--- config.mk ---
export PLATFORM = sky130hd
export DESIGN_NAME = gate_sweep_ctrl
export DESIGN_NICKNAME = d
export VERILOG_FILES = /design/src/rtl/gate_sweep_ctrl.sv
export SDC_FILE = /design/constraint.sdc
export NUM_CORES = 1
export LEC_CHECK = 0
export CORE_MARGIN = 4
export CORE_UTILIZATION = 40
export CTS_BUF_LIST = sky130_fd_sc_hd__clkbuf_4
export DETAILED_ROUTE_END_ITERATION = 10
export PLACE_DENSITY = 0.67
export SLEW_MARGIN = 20
export SYNTH_ARGS = -nofsm -noshare
export SYNTH_HDL_FRONTEND = slang
export SYNTH_SLANG_ARGS = --single-unit
--- constraint.sdc ---
create_clock -name clk -period 2 [get_ports clk]
set_input_delay 0.2 -clock clk [delete_from_list [all_inputs] [get_ports clk]]
set_output_delay 0.2 -clock clk [all_outputs]
set_load 0.01 [all_outputs]
--- src/rtl/gate_sweep_ctrl.sv ---
// -----------------------------------------------------------------------------
// gate_sweep_ctrl
//
// Exhaustive stimulus sequencer and checker for a small combinational gate.
// It drives every input combination of an N_IN-input gate, holds each
// combination for SETTLE cycles, samples the gate output on the last cycle of
// the hold and compares it with the expected truth table EXP_TT.
//
// Parameters:
//   N_IN    number of gate inputs (1..8)
//   SETTLE  cycles each vector is held before sampling (>= 1)
//   EXP_TT  expected truth table, bit i = expected output for input value i
//
// Ports:
//   clk         clock, rising edge
//   rst         synchronous reset, active-high, highest priority
//   start       one-cycle sweep request, honoured only in IDLE
//   vec         registered stimulus to the gate (vec[k] -> gate input k)
//   y_in        gate-under-test output
//   busy        high while a sweep is in progress
//   done        one-cycle pulse at the end of a sweep
//   pass        last sweep had no mismatches (valid from done to next start)
//   err_cnt     number of mismatching vectors in the last sweep
//   fail_seen   at least one mismatch in the current / last sweep
//   first_fail  vector value of the first mismatch (valid when fail_seen)
//
// Build option:
//   GATE_SWEEP_STOP_ON_FAIL_EN  when defined, the first mismatch ends the
//                               sweep at its sample edge.
// -----------------------------------------------------------------------------
module gate_sweep_ctrl #(
  parameter int                   N_IN   = 2,
  parameter int                   SETTLE = 1,
  parameter logic [(1<<N_IN)-1:0] EXP_TT = 4'b1000
) (
  input  logic            clk,
  input  logic            rst,
  input  logic            start,
  output logic [N_IN-1:0] vec,
  input  logic            y_in,
  output logic            busy,
  output logic            done,
  output logic            pass,
  output logic [N_IN:0]   err_cnt,
  output logic            fail_seen,
  output logic [N_IN-1:0] first_fail
);

  // The settle counter only has to reach SETTLE-1.
  localparam int              CNT_W    = (SETTLE > 1) ? $clog2(SETTLE) : 1;
  localparam logic [CNT_W-1:0] CNT_LAST = CNT_W'(SETTLE - 1);

  typedef enum logic [1:0] {
    S_IDLE = 2'd0,
    S_RUN  = 2'd1,
    S_DONE = 2'd2
  } state_t;

  state_t           state_q, state_d;
  logic [N_IN-1:0]  vec_q, vec_d;
  logic [CNT_W-1:0] cnt_q, cnt_d;
  logic             busy_q, busy_d;
  logic             done_q, done_d;
  logic             pass_q, pass_d;
  logic [N_IN:0]    err_q, err_d;
  logic             fs_q, fs_d;
  logic [N_IN-1:0]  ff_q, ff_d;

  logic             sample_edge;
  logic             mismatch;
  logic             vec_last;
  logic             end_sweep;

  assign sample_edge = (cnt_q == CNT_LAST);
  assign mismatch    = (y_in != EXP_TT[vec_q]);
  assign vec_last    = &vec_q;

  // A sweep ends after the last vector, or optionally at the first mismatch.
`ifdef GATE_SWEEP_STOP_ON_FAIL_EN
  assign end_sweep = vec_last | mismatch;
`else
  assign end_sweep = vec_last;
`endif

  always_comb begin
    state_d = state_q;
    vec_d   = vec_q;
    cnt_d   = cnt_q;
    busy_d  = busy_q;
    done_d  = 1'b0;
    pass_d  = pass_q;
    err_d   = err_q;
    fs_d    = fs_q;
    ff_d    = ff_q;

    case (state_q)
      S_IDLE: begin
        vec_d  = '0;
        busy_d = 1'b0;
        if (start) begin
          state_d = S_RUN;
          busy_d  = 1'b1;
          cnt_d   = '0;
          err_d   = '0;
          fs_d    = 1'b0;
          ff_d    = '0;
          pass_d  = 1'b0;
        end
      end

      S_RUN: begin
        if (sample_edge) begin
          if (mismatch) begin
            err_d = err_q + {{N_IN{1'b0}}, 1'b1};
            if (!fs_q) begin
              ff_d = vec_q;
              fs_d = 1'b1;
            end
          end
          cnt_d = '0;
          if (end_sweep) begin
            // pass reflects the count including this final comparison
            state_d = S_DONE;
            vec_d   = '0;
            busy_d  = 1'b0;
            done_d  = 1'b1;
            pass_d  = (err_d == '0);
          end else begin
            vec_d = vec_q + {{(N_IN-1){1'b0}}, 1'b1};
          end
        end else begin
          cnt_d = cnt_q + {{(CNT_W-1){1'b0}}, 1'b1};
        end
      end

      S_DONE: begin
        // start is deliberately ignored here; no request queuing
        state_d = S_IDLE;
        busy_d  = 1'b0;
      end

      default: begin
        state_d = S_IDLE;
        vec_d   = '0;
        busy_d  = 1'b0;
      end
    endcase
  end

  always_ff @(posedge clk) begin
    if (rst) begin
      state_q <= S_IDLE;
      vec_q   <= '0;
      cnt_q   <= '0;
      busy_q  <= 1'b0;
      done_q  <= 1'b0;
      pass_q  <= 1'b0;
      err_q   <= '0;
      fs_q    <= 1'b0;
      ff_q    <= '0;
    end else begin
      state_q <= state_d;
      vec_q   <= vec_d;
      cnt_q   <= cnt_d;
      busy_q  <= busy_d;
      done_q  <= done_d;
      pass_q  <= pass_d;
      err_q   <= err_d;
      fs_q    <= fs_d;
      ff_q    <= ff_d;
    end
  end

  assign vec        = vec_q;
  assign busy       = busy_q;
  assign done       = done_q;
  assign pass       = pass_q;
  assign err_cnt    = err_q;
  assign fail_seen  = fs_q;
  assign first_fail = ff_q;

endmodule
==> impl_metrics.py <==
metrics = {
    "logic_synthesis": {
        "ys_seq_elements": 13,
        "synth-edff-count": 0,
        "seq_area_frac_synth": 0.438,
        "synthCells": 67,
        "syn_area_um2": 594,
        "async_flop_share": 0,
        "yosysWarnings": 0,
        "syn-num-nets": 73,
        "synth_ff_type": "dfxtp_1",
        "synth_cell_types": 24,
        "postSynthAreaPerCell_um2": 8.87,
    },
    "flow_run": {
        "drv_cap": 0,
    },
    "die": {
        "coreArea_um2": 1350,
        "start_util": 0.440,
        "row_count": 13,
        "die_h_um": 46.5,
        "ioPinCount": 15,
        "die_x_um": 46.5,
        "die-area_um2": 2170,
    },
    "min_path": {
        "hp-class": "reg2reg",
    },
    "global_routing": {
        "first_global_vias": 529,
        "grt_first_pass_wirelength_um": 2320,
        "grt_max_degree": 12,
        "grt_overflow": 0,
        "track_usage": 0.156,
        "antenna_found_initial": 0,
    },
    "timing": {
        "period_share": 0.849,
        "setup_violations": 0,
        "worst_slew_pin_slew_ps": 348,
        "fin_skew_ps": 3.30,
        "fin_crit_ps": 1700,
        "fmax_mhz": 589,
        "max_slew_margin": 0.768,
        "maxSlewViolCount": 0,
        "tns_ps": 0,
        "finalHoldViolCount": 0,
        "rsz0062_at_grt": "false",
        "holdWs_ps": 471,
    },
    "route": {
        "wire_per_inst_um": 12.7,
        "viasPerCell": 5.34,
        "top_layer_used": "met4",
        "wl_met2_um": 640,
        "drc_errors": 0,
        "drt-met1-wl_um": 557,
        "ant_nets": 0,
        "wl_um": 1260,
        "wl_met3_um": 46,
        "firstDrtPassIters": 3,
        "first_iter_violations": 7,
        "vias": 529,
    },
    "cts": {
        "cts_max_level": 1,
        "cts_tree": "built",
        "cts_sinks": 13,
        "numCtsBuffers": 3,
        "ctsLongestPathBuffers": 2,
        "postCtsHoldBufs": 0,
        "ctsRootBufferMaster": "clkbuf_4",
        "cts_resized": 0,
        "post-cts-setup-buffers": 0,
        "clk_pin_slew_worst_paths_ps": 80,
        "clkLatencyLatePin_ps": 270,
    },
    "cells_and_area": {
        "areaGrowthSynthToFinish_pct": 33.1,
        "n_antenna_cell": 0,
        "layout-drive-gt1-share": 0.131,
        "final_cell_mix": "14 x clkdlybuf4s50_1, 13 x dfxtp_1, 6 x nor2_1",
        "final_nets": 91,
        "final_util": 0.586,
        "final_common_cell": "clkdlybuf4s50_1",
        "finish.instance_area_um2": 791,
    },
    "setup_path": {
        "worstPathArrival_ps": 1870,
        "worstSetupStartpointType": "flip-flop",
        "slowest_delay_ps": 410,
        "end_kind": "flip-flop",
        "crit_chain": "ha_1 > xor2_2 > mux2_2 > o31ai_1",
        "critPathKind": "reg2reg",
        "cp_top_family": "flip-flops",
        "cp.required_ps": 2170,
        "critPathMaxFanout": 6,
        "cp_num_buf_inv": 0,
        "cp_slowest_cell": "dfxtp_1",
    },
    "placement": {
        "portBuffers": 14,
        "routabilityCongestion": 0.733,
        "dpl.hpwl_um": 930,
        "placedInstanceArea_um2": 761,
    },
    "pwr": {
        "vdd_drop_max_v": 0.000313,
        "p_per_area_nw_per_um2": 647,
        "p_leak_uw": 0.000316,
        "power.total_uw": 511,
    },
    "run_status": {
        "status": "finished clean",
    },
}
[worst register-to-register path: cells and delay by family (launching register included)]
family | cells | cell delay [ps]
multiplexers | 1 | 390
XOR/XNOR | 1 | 280
AO/OA/AOI/OAI | 1 | 260
flip-flops | 1 | 410
adder cells (fa/ha/maj) | 1 | 270
[per-layer routing]
layer	up-vias	GRT usage
met5	-	0
met4	0	0.0852
met3	2	0.0508
met2	8	0.258
met1	250	0.174
li1	269	-
[through the flow]
stage | worst slack, ps | cells
final | 302 | 99
after global routing | 199 | 99
after CTS | 280 | 99
after detailed placement | 211 | 95
after global placement | 305 | 95
after floorplan | 398 | 67
[synth_stat cells, drive strengths merged, types with 2 or more instances]
| library cell | instances | area share |
|---|---|---|
| mux2 | 2 | 0.038 |
| dfxtp | 13 | 0.44 |
| nor3 | 2 | 0.017 |
| nand3 | 2 | 0.017 |
| inv | 4 | 0.025 |
| and3 | 3 | 0.034 |
| a21oi | 5 | 0.042 |
| xor2 | 2 | 0.042 |
| nor2b | 5 | 0.053 |
| ha | 2 | 0.042 |
| a22oi | 4 | 0.051 |
| nor2 | 6 | 0.038 |
| nand2 | 2 | 0.013 |
| clkbuf | 4 | 0.025 |
| o21ai | 4 | 0.034 |
[layout make-up]
class / count / area, µm²
multi-input combinational: 46 / 304
inverter: 4 / 15.0
fill: 133 / 559
sequential: 13 / 260
tap: 15 / 18.8
timing repair buffer: 17 / 163
clock buffer: 4 / 30.0
[final timing paths]
check	slack, ps	endpoint	from	cells past startpoint
worst min register to register	470	busy$_SDFFE_PP0P_	busy$_SDFFE_PP0P_	1
worst min-delay path	470	busy$_SDFFE_PP0P_	busy$_SDFFE_PP0P_	1
worst max-delay path	300	pass$_SDFFE_PP0P_	vec[0]$_SDFFE_PP0P_	4
worst max register to register	300	pass$_SDFFE_PP0P_	vec[0]$_SDFFE_PP0P_	4
[registers in the layout, summed over array words and instances (netlist names)]
register	flops
err_cnt	3
first_fail	2
state_q	2
vec	2
busy	1
done	1
fail_seen	1
pass	1
[power by group]
part           leakage, µW  total (µW)  internal, µW  switching (µW)
clock network    0.0000184         173          90.7            81.8
registers         0.000106         276           266            10.4
logic             0.000192        62.5          32.6            29.9
total             0.000316         511           389             122
[cells by family after synthesis]
family                     after synthesis  share of synthesized area
muxes                                    2                     0.0379
AOI/OAI and AO/OA                       19                      0.204
adders and majority gates                2                     0.0421
DFF                                     13                      0.438
xor gates and xnor gates                 3                     0.0569
buffers and inverters                    8                     0.0505
and+or+nand+nor                         20                      0.171
(Power assumes the default switching activity.)
